<file path="config.mk">
export PLATFORM = sky130hd
export DESIGN_NAME = fp4_systolic_array_v2
export DESIGN_NICKNAME = d
export VERILOG_FILES = /design/src/rtl/fp4_systolic_array_v2.sv
export SDC_FILE = /design/constraint.sdc
export NUM_CORES = 2
export LEC_CHECK = 0
export BUFFER_PORTS_ARGS = -buffer_cell sky130_fd_sc_hd__buf_4
export CORE_MARGIN = 2
export CORE_UTILIZATION = 60
export DETAILED_ROUTE_END_ITERATION = 6
export HOLD_SLACK_MARGIN = 0.03
export PLACE_DENSITY = 0.87
export SYNTH_ARGS = -nofsm -noshare
export SYNTH_HDL_FRONTEND = slang
export SYNTH_SLANG_ARGS = --single-unit
</file>
<file path="constraint.sdc">
create_clock -name clk -period 21.9 [get_ports clk]
set_clock_uncertainty 0.2 [all_clocks]
set_input_delay 1.095 -clock clk [delete_from_list [all_inputs] [get_ports clk]]
set_output_delay 1.095 -clock clk [all_outputs]
set_load 0.02 [all_outputs]
</file>
<file path="src/rtl/fp4_systolic_array_v2.sv">
// FP4 (e3m0) / INT4 weight-stationary accumulator grid with a snapshot-and-drain readout.
// Input blocks arrive over SLICES beats; completed blocks fold into H x W accumulators one cycle later.
module fp4_systolic_array_v2 #(
    parameter int SLICES = 2,
    parameter int ACC_W  = 24
) (
    input  logic       clk,
    input  logic       reset,
    input  logic       in_valid,
    input  logic [7:0] in_left,
    input  logic [7:0] in_top,
    input  logic       mode,
    input  logic       restart_inputs,
    input  logic       read_start,
    input  logic [4:0] out_shift,
    input  logic       relu_en,
    input  logic       out_ready,
    output logic [7:0] out,
    output logic       out_valid,
    output logic       out_last,
    output logic       busy
);
    localparam int H  = 2 * SLICES;
    localparam int W  = SLICES;
    localparam int N  = H * W;
    localparam int BW = (SLICES > 1) ? $clog2(SLICES) : 1;
    localparam int NW = (N > 1) ? $clog2(N) : 1;
    localparam logic signed [ACC_W-1:0] SAT_HI = ACC_W'(8'sd127);
    localparam logic signed [ACC_W-1:0] SAT_LO = ACC_W'(8'sh80);

    typedef enum logic {IDLE = 1'b0, DRAIN = 1'b1} state_t;

    function automatic logic signed [ACC_W-1:0] mul_fn(input logic [3:0] w, input logic [7:0] t,
                                                       input logic int_mode);
        logic signed [ACC_W-1:0] tx, wx, p;
        tx = {{(ACC_W-8){t[7]}}, t};
        wx = {{(ACC_W-4){w[3]}}, w};
        if (int_mode) begin
            p = wx * tx;
        end else if (w[2:0] == 3'd0) begin
            p = {ACC_W{1'b0}};
        end else begin
            p = (tx <<< w[2:0]) >>> 1'b1;
            p = w[3] ? -p : p;
        end
        return p;
    endfunction

    function automatic logic [7:0] fmt_fn(input logic signed [ACC_W-1:0] a, input logic [4:0] sh,
                                          input logic relu);
        logic signed [ACC_W-1:0] v;
        logic [7:0] r;
        v = a >>> sh;
        if (relu && v[ACC_W-1]) begin
            v = {ACC_W{1'b0}};
        end else begin
            v = v;
        end
        if (v > SAT_HI) begin
            r = 8'h7f;
        end else if (v < SAT_LO) begin
            r = 8'h80;
        end else begin
            r = v[7:0];
        end
        return r;
    endfunction

    logic [BW-1:0]           beat_r;
    logic [3:0]              left_r [H];
    logic [7:0]              top_r [W];
    logic [3:0]              left_s [H];
    logic [7:0]              top_s [W];
    logic [3:0]              blk_left_r [H];
    logic [7:0]              blk_top_r [W];
    logic                    blk_mode_r;
    logic                    upd_r;
    logic signed [ACC_W-1:0] acc_r [H][W];
    logic signed [ACC_W-1:0] sum_s [H][W];
    logic signed [ACC_W-1:0] q_r [N];
    state_t                  state_r;
    logic [NW-1:0]           idx_r;
    logic [NW-1:0]           nxt_s;
    logic                    take_s;
    logic                    done_s;
    logic                    snap_s;

    assign take_s = in_valid & ~restart_inputs;
    assign done_s = take_s & (beat_r == BW'(SLICES - 1));
    assign snap_s = (state_r == IDLE) & read_start;
    assign nxt_s  = idx_r + NW'(1);

    // Staged block contents with the current beat merged into its row pair and column.
    always_comb begin
        for (int k = 0; k < SLICES; k++) begin
            left_s[2*k]   = (take_s && beat_r == BW'(k)) ? in_left[3:0] : left_r[2*k];
            left_s[2*k+1] = (take_s && beat_r == BW'(k)) ? in_left[7:4] : left_r[2*k+1];
            top_s[k]      = (take_s && beat_r == BW'(k)) ? in_top : top_r[k];
        end
    end

    // Accumulator values including the pending block contribution.
    always_comb begin
        for (int i = 0; i < H; i++) begin
            for (int j = 0; j < W; j++) begin
                sum_s[i][j] = acc_r[i][j] + (upd_r ? mul_fn(blk_left_r[i], blk_top_r[j], blk_mode_r)
                                                   : {ACC_W{1'b0}});
            end
        end
    end

    // Beat index and partial-block staging.
    always_ff @(posedge clk or posedge reset) begin
        if (reset) begin
            beat_r <= {BW{1'b0}};
            for (int i = 0; i < H; i++) left_r[i] <= 4'd0;
            for (int j = 0; j < W; j++) top_r[j] <= 8'd0;
        end else if (restart_inputs) begin
            beat_r <= {BW{1'b0}};
        end else if (take_s) begin
            beat_r <= done_s ? {BW{1'b0}} : beat_r + BW'(1);
            left_r <= left_s;
            top_r  <= top_s;
        end else begin
            beat_r <= beat_r;
        end
    end

    // Completed-block capture so the next block can start while this one is applied.
    always_ff @(posedge clk or posedge reset) begin
        if (reset) begin
            upd_r      <= 1'b0;
            blk_mode_r <= 1'b0;
            for (int i = 0; i < H; i++) blk_left_r[i] <= 4'd0;
            for (int j = 0; j < W; j++) blk_top_r[j] <= 8'd0;
        end else begin
            upd_r <= done_s;
            if (done_s) begin
                blk_left_r <= left_s;
                blk_top_r  <= top_s;
                blk_mode_r <= mode;
            end
        end
    end

    // Accumulators: fold in the pending block, or clear when snapshotted.
    always_ff @(posedge clk or posedge reset) begin
        if (reset) begin
            for (int i = 0; i < H; i++)
                for (int j = 0; j < W; j++) acc_r[i][j] <= {ACC_W{1'b0}};
        end else begin
            for (int i = 0; i < H; i++)
                for (int j = 0; j < W; j++) acc_r[i][j] <= snap_s ? {ACC_W{1'b0}} : sum_s[i][j];
        end
    end

    // Readout FSM: snapshot into the queue, then stream words under ready/valid.
    always_ff @(posedge clk or posedge reset) begin
        if (reset) begin
            state_r   <= IDLE;
            idx_r     <= {NW{1'b0}};
            out       <= 8'd0;
            out_valid <= 1'b0;
            out_last  <= 1'b0;
            busy      <= 1'b0;
            for (int n = 0; n < N; n++) q_r[n] <= {ACC_W{1'b0}};
        end else begin
            case (state_r)
                IDLE: begin
                    if (read_start) begin
                        for (int i = 0; i < H; i++)
                            for (int j = 0; j < W; j++) q_r[i*W+j] <= sum_s[i][j];
                        state_r   <= DRAIN;
                        busy      <= 1'b1;
                        idx_r     <= {NW{1'b0}};
                        out       <= fmt_fn(sum_s[0][0], out_shift, relu_en);
                        out_valid <= 1'b1;
                        out_last  <= (N == 1);
                    end
                end
                DRAIN: begin
                    if (out_ready) begin
                        if (idx_r == NW'(N - 1)) begin
                            state_r   <= IDLE;
                            busy      <= 1'b0;
                            out       <= 8'd0;
                            out_valid <= 1'b0;
                            out_last  <= 1'b0;
                        end else begin
                            idx_r    <= nxt_s;
                            out      <= fmt_fn(q_r[nxt_s], out_shift, relu_en);
                            out_last <= (nxt_s == NW'(N - 1));
                        end
                    end
                end
                default: begin
                    state_r   <= IDLE;
                    busy      <= 1'b0;
                    out       <= 8'd0;
                    out_valid <= 1'b0;
                    out_last  <= 1'b0;
                end
            endcase
        end
    end
endmodule

</file>
# After elaboration in Yosys (flattened, before gate mapping)
# Index checks and enable logic that the tools add are counted.
[totals] regBits=465 latch_bits=0 ram_bits=0 rom_bits=0 input_bits=29 output_inout_bits=11 wordCells=187 n_memories=0
[classes] add_sub_neg=18 multipliers=8 div_mod_pow=0 order_cmp=5 eq_ne=6 n_shift=10 mux=83 n_bitwise=7 n_reduce_logical=14
[op_table] operator="24-bit 2-to-1 mux" count=49
[op_table] operator="24-bit adder" count=8
[op_table] operator="23-bit negation with 24-bit output" count=8
[op_table] operator="8-bit by 3-bit <<< shifter with 24-bit output" count=8
[op_table] operator="4-bit by 8-bit multiplier with 12-bit output" count=8
[op_table] operator="24-bit binary-select mux with 3-bit select" count=1
[op_table] operator="8-bit 2-to-1 mux" count=9
[op_table] operator="24-bit by 8-bit > comparator with 1-bit output, second input constant" count=2
[op_table] operator="24-bit by 8-bit < comparator with 1-bit output, second input constant" count=2
[op_table] operator="24-bit by 5-bit >>> shifter with 24-bit output" count=2
[op_table] operator="4-bit 2-to-1 mux" count=4
[op_table] operator="8-bit case mux with 2 select lines" count=1
[op_table] operator="3-bit logical NOT" count=4
[op_table] operator="1-bit 2-to-1 mux" count=12
[op_table] operator="3-bit 2-to-1 mux" count=3
[op_table] operator="3-bit equality test, second input constant" count=2
[op_table] operator="2-bit != test, second input constant" count=3
[op_table] operator="1-bit case mux with 2 select lines" count=3
[op_table] operator="3-bit case mux with 2 select lines" count=1
[op_table] operator="2-bit AND reduction" count=3
[op_table] operator="3-bit AND reduction" count=2
[op_table] operator="4-bit greater-or-equal comparator, second input constant" count=1
[op_table] operator="1-bit logical AND" count=4
[op_table] operator="3-bit NOT with 4-bit output" count=1
[op_table] operator="6 further kinds" count=10

# Depth between registers and ports, before layout
[logic_depth] ltp_word=17 ltp_mapped=38 ltp_nobuf=31

# Least setup slack after synthesis
# Ideal clock, no wire load.
[synth_path] kind="register -> register" startpoint="reg blk_left_r[14] in the netlist's numbering" endpoint="reg out[1]" setup_time_ps=90 arrival_ps=8681 required_time_ps=21610 slack_ps=12930 stages_incl_launch_ff=36 path_buffers=6 synth_period_minus_slack_ps=8970 cell_sequence="dfrtp_1 -> clkbuf_1 -> clkbuf_1 -> buf_1 -> clkbuf_1 -> clkbuf_1 -> nand2_1 -> fa_1 -> fa_1 -> fa_1 -> inv_1 -> ha_1 -> inv_1 -> fa_1 -> nor2b_1 -> o21ai_0 -> a21oi_1 -> o41ai_1 -> xnor2_1 -> nand2_1 -> nand2_1 -> clkbuf_1 -> nor2_1 -> ha_1 -> and2_1 -> a32oi_1 -> nand4_1 -> a311oi_2 -> inv_2 -> o311ai_0 -> o221ai_1 -> o31ai_2 -> a211oi_1 -> o41a_1 -> or3_1 -> o2111ai_1"
[synth_between] elab_chain_len=17 word_cells_on_any_way=20 classes_between="2 x add/sub; 1 x mul; 2 x order compare; 2 x shift; 11 x mux; 2 x reduce/logical"
[synth_lines] element="start: declaration" line_no="74" rtl="logic [3:0] blk_left_r [H];"
[synth_lines] element="start signal: assignment" line_no="139" rtl="blk_left_r <= left_s;"
[synth_lines] element="8-bit by 3-bit <<< shifter with 24-bit output" line_no="43" rtl="p = (tx <<< w[2:0]) >>> 1'b1;"
[synth_lines] element="23-bit negation with 24-bit output" line_no="44" rtl="p = w[3] ? -p : p;"
[synth_lines] element="24-bit 2-to-1 mux" line_no="44"
[synth_lines] element="24-bit 2-to-1 mux" line_no="40" rtl="end else if (w[2:0] == 3'd0) begin"
[synth_lines] element="24-bit 2-to-1 mux *" line_no="38" rtl="if (int_mode) begin"
[synth_lines] element="24-bit 2-to-1 mux *" line_no="106" rtl="sum_s[i][j] = acc_r[i][j] + (upd_r ? mul_fn(blk_left_r[i], blk_top_r[j], blk_mode_r)"
[synth_lines] element="24-bit adder *" line_no="106"
[synth_lines] element="24-bit by 5-bit >>> shifter with 24-bit output *" line_no="53" rtl="v = a >>> sh;"
[synth_lines] element="1-bit logical AND" line_no="54" rtl="if (relu && v[ACC_W-1]) begin"
[synth_lines] element="24-bit 2-to-1 mux *" line_no="54"
[synth_lines] element="24-bit 2-to-1 mux *" line_no="170" rtl="if (read_start) begin"
[synth_lines] element="24-bit 2-to-1 mux *" line_no="168" rtl="case (state_r)"
[synth_lines] element="24-bit by 8-bit < comparator with 1-bit output" line_no="61" rtl="end else if (v < SAT_LO) begin"
[synth_lines] element="8-bit 2-to-1 mux" line_no="61"
[synth_lines] element="8-bit 2-to-1 mux *" line_no="59" rtl="if (v > SAT_HI) begin"
[synth_lines] element="8-bit 2-to-1 mux *" line_no="170"
[synth_lines] element="8-bit case mux with 2 select lines *" line_no="168"
[synth_lines] element="end signal: assignment" line_no="176" rtl="out <= fmt_fn(sum_s[0][0], out_shift, relu_en);"
[synth_lines] element="end signal: assignment" line_no="191" rtl="out <= fmt_fn(q_r[nxt_s], out_shift, relu_en);"
[synth_lines] element="end: declaration" line_no="18" rtl="output logic [7:0] out,"
# Every way passes the cells marked *; elsewhere a longest branch is shown, timed or not. The select of a mux whose other input is x is not followed.
# A chain may end at the register's enable or synchronous reset.

# Final worst setup path
[layout_path] startpoint="reg blk_top_r[12] in the netlist's numbering" endpoint="reg out[1]"
[layout_between] elab_chain_len=17 word_cells_on_any_way=19 classes_between="2 x add/sub; 1 x mul; 2 x order compare; 2 x shift; 11 x mux; 1 x reduce/logical"
[layout_lines] element="start: declaration" line_no="75" rtl="logic [7:0] blk_top_r [W];"
[layout_lines] element="start signal: assignment" line_no="140" rtl="blk_top_r <= top_s;"
[layout_lines] element="8-bit by 3-bit <<< shifter with 24-bit output" line_no="43"
[layout_lines] element="23-bit negation with 24-bit output" line_no="44"
[layout_lines] element="24-bit 2-to-1 mux" line_no="44"
[layout_lines] element="24-bit 2-to-1 mux" line_no="40"
[layout_lines] element="24-bit 2-to-1 mux *" line_no="38"
[layout_lines] element="24-bit 2-to-1 mux *" line_no="106"
[layout_lines] element="24-bit adder *" line_no="106"
[layout_lines] element="24-bit by 5-bit >>> shifter with 24-bit output *" line_no="53"
[layout_lines] element="1-bit logical AND" line_no="54"
[layout_lines] element="24-bit 2-to-1 mux *" line_no="54"
[layout_lines] element="24-bit 2-to-1 mux *" line_no="170"
[layout_lines] element="24-bit 2-to-1 mux *" line_no="168"
[layout_lines] element="24-bit by 8-bit < comparator with 1-bit output" line_no="61"
[layout_lines] element="8-bit 2-to-1 mux" line_no="61"
[layout_lines] element="8-bit 2-to-1 mux *" line_no="59"
[layout_lines] element="8-bit 2-to-1 mux *" line_no="170"
[layout_lines] element="8-bit case mux with 2 select lines *" line_no="168"
# Marked as above.

==> flow_summary.json <==
{
  "p_leak_nw": 21.7,
  "wl_um": 123000,
  "cts_setup_buffers": 0,
  "gr-total-overflow": 0,
  "final_cells": 5913,
  "synth_fp_nets": 5597,
  "rsz0062_at_grt": "false",
  "post-route-drc-count": 0,
  "post-place-cells": 5821,
  "powerDensity_nw_per_um2": 157,
  "final_util": 0.637,
  "vias": 37400,
  "cp-start-kind": "flop",
  "fmax_ghz": 0.105,
  "worstMarginPinSlew_ps": 1150,
  "wire_per_inst_um": 20.8,
  "gp_congestion": 1.00,
  "cts_tree": "built",
  "clock_path_buffers": 3,
  "hp-class": "flop to flop",
  "grt_pass1_wl_um": 197000,
  "grt_start_max_net_pins": 196,
  "rows": 98,
  "cts.sinks": 449,
  "critPathKind": "flop to flop",
  "period_share": 0.436,
  "start_util": 0.604,
  "worstPathRequired_ps": 22170,
  "layout-drive-gt1-share": 0.0736,
  "status": "finished, final reports clean",
  "ir_worst_vdd_mv": 0.0970,
  "layout_commonest_cell": "nand2_1",
  "slew_headroom": 0.223,
  "dieArea_sq_um": 73900,
  "yosysUniqueCellTypes": 109,
  "ctsResizeCount": 0,
  "r2r_start": "blk_top_r[12]",
  "antenna_found_initial": 2,
  "dr.first_iter.drc_count": 3928,
  "ant_nets": 0,
  "worst_hold_path.endpoint": "q_r[87]",
  "hp-start": "q_r[87]",
  "firstDrtPassIters": 7,
  "crit_path_max_fanout": 16,
  "clock_latency_ps": 630,
  "yosysWarnings": 0,
  "syn2layout_area_growth_pct": 5.51,
  "grt_usage": 0.334,
  "finalCriticalPeriod_ps": 9550,
  "final_cell_mix": "683 x nand2_1, 512 x nor2_1, 444 x dfrtp_1",
  "synthFlopType": "dfrtp_1",
  "ios": 40,
  "die_h_um": 272,
  "fin_nets": 5450,
  "ys_seq_area_frac": 0.261,
  "finalSetupViolCount": 0,
  "finalSetupTns_ps": 0,
  "cts_htree_levels": 2,
  "worst_ep_arrival_time_ps": 9830,
  "cts_hold_buf": 0,
  "max-cap-violations": 0,
  "r2r_end": "out[1]",
  "core_sq_um": 71200,
  "synthArstFlopShare": 1.00,
  "grt_pass1_vias": 36500,
  "port_buffers": 39,
  "synth_cells": 5069,
  "cp-end-kind": "flop",
  "cts_buffers": 49,
  "cts-root-buf": "clkbuf_16",
  "clkSlewWorstSetupHoldPaths_ps": 70,
  "netlist_area_sq_um": 43000,
  "synth_seq_cells": 449,
  "synth_enable_flop_cells": 0,
  "r2r_slack_ps": 12350,
  "dp_hpwl_um": 89200,
  "hold_viol_final": 0,
  "avgViaCountPerCell": 6.33,
  "min_path_cells": 2,
  "avgSynthCellArea_sq_um": 8.49,
  "timing.final.max_slew_violations": 0,
  "die_x_um": 272,
  "rr_worst_depth": 27
}
-- registers in the layout (all words and copies together), names as in the netlist --
| signal | cells |
|---|---|
| acc_r | 192 |
| beat_r | 1 |
| blk_left_r | 16 |
| blk_mode_r | 1 |
| blk_top_r | 16 |
| busy | 1 |
| idx_r | 3 |
| left_r | 8 |
| out | 8 |
| out_last | 1 |
| q_r | 192 |
| state_r | 1 |
| top_r | 8 |
| upd_r | 1 |
-- cell type report --
class | count | area (sq um)
multi-input combinational | 4038 | 29400
fill | 5719 | 25800
sequential | 449 | 11200
clock buffer | 64 | 1350
tap | 950 | 1190
inverter | 282 | 1070
timing repair buffer | 102 | 778
clock inverter | 27 | 382
antenna | 1 | 2.50
-- kinds of logic after synthesis --
group                      Yosys count  share of synthesized area
DFF                                449                      0.261
muxes                              240                     0.0817
adders and majority gates          499                      0.170
buffers and inverters              582                     0.0565
AOI/OAI and AO/OA                 1158                      0.170
xor gates and xnor gates           346                     0.0708
and+or+nand+nor                   1795                      0.189
-- metrics by stage --
stage	hold WS [ps]	power, mW	worst slack [ps]	instance area [sq um]
3_5_place_dp	259	6.07	12490	43700
4_1_cts	275	7.01	12490	45400
5_1_grt	298	7.66	11710	45400
3_3_place_gp	249	5.92	12690	43700
2_1_floorplan	235	4.87	8090	43000
6_report	274	7.12	12350	45400
-- synthesized netlist by cell type, drive strengths merged (7+ instances only) --
cell | n | share of area
nand2 | 684 | 0.060
nor2 | 512 | 0.045
dfrtp | 449 | 0.26
o21ai | 391 | 0.045
ha | 355 | 0.10
inv | 276 | 0.024
a21oi | 265 | 0.031
clkbuf | 258 | 0.026
xnor2 | 203 | 0.041
fa | 144 | 0.067
xor2 | 142 | 0.029
mux2i | 106 | 0.025
nor2b | 104 | 0.015
and2 | 101 | 0.015
nand2b | 95 | 0.014
nand3 | 87 | 0.010
a22oi | 81 | 0.014
mux4 | 77 | 0.042
a21o | 75 | 0.013
nor3 | 74 | 0.0086
mux2 | 57 | 0.015
o21bai | 44 | 0.0077
buf | 42 | 0.0059
or3 | 40 | 0.0058
o211ai | 33 | 0.0058
a211oi | 30 | 0.0054
a31oi | 25 | 0.0040
and3 | 25 | 0.0037
o21a | 25 | 0.0044
o31ai | 20 | 0.0037
or2 | 17 | 0.0025
a22o | 16 | 0.0033
nand3b | 12 | 0.0021
o2111ai | 12 | 0.0024
nor4 | 11 | 0.0022
o41ai | 11 | 0.0022
a211o | 10 | 0.0020
o22ai | 10 | 0.0015
a221oi | 9 | 0.0020
nor3b | 9 | 0.0016
a2111oi | 8 | 0.0018
o2bb2ai | 8 | 0.0016
a21boi | 7 | 0.0012
a311oi | 7 | 0.0016
nand4 | 7 | 0.0010
-- worst max-delay path by stage --
stage	startpoint	end	slack (ps)	depth (start not counted)
2_1_floorplan	reset	acc_r[0]	8090	1
3_3_place_gp	blk_top_r[8]	out[3]	12690	29
3_5_place_dp	blk_top_r[8]	out[1]	12490	29
4_1_cts	blk_top_r[8]	out[1]	12490	29
5_1_grt	blk_top_r[12]	out[1]	11710	27
6_report	blk_top_r[12]	out[1]	12350	27
-- power breakdown --
group          leakage, nW  switching [mW]  internal [mW]
logic                 15.4            2.89           1.89
registers             5.53           0.243           1.21
clock network        0.835           0.381          0.514
total                 21.7            3.51           3.61
-- routing by layer --
metal	track usage	wire length (um)	vias to the layer above
li1	-	-	17200
met1	0.440	49600	18100
met2	0.537	56400	1696
met3	0.0524	10400	352
met4	0.168	6670	2
met5	0	12	-
-- critical path: stages (launching register included) --
cell,delay [ps]
dfrtp_1,760
inv_1,460
nor2_1,240
fa_1,460
fa_1,490
ha_1,310
ha_1,340
nor2b_1,150
o21ai_0,200
a21oi_1,140
o41ai_1,380
xnor2_1,290
nand2_1,100
nand2_1,390
a21oi_1,90
ha_1,420
a21o_1,200
a21o_1,210
a211oi_2,300
nand4_1,210
a311oi_2,670
nor4_4,120
nor2_1,660
a21boi_0,300
o41ai_1,410
o211ai_1,200
o31ai_1,500
o2111ai_1,190
No activity file was read; power rests on OpenSTA's default activity.
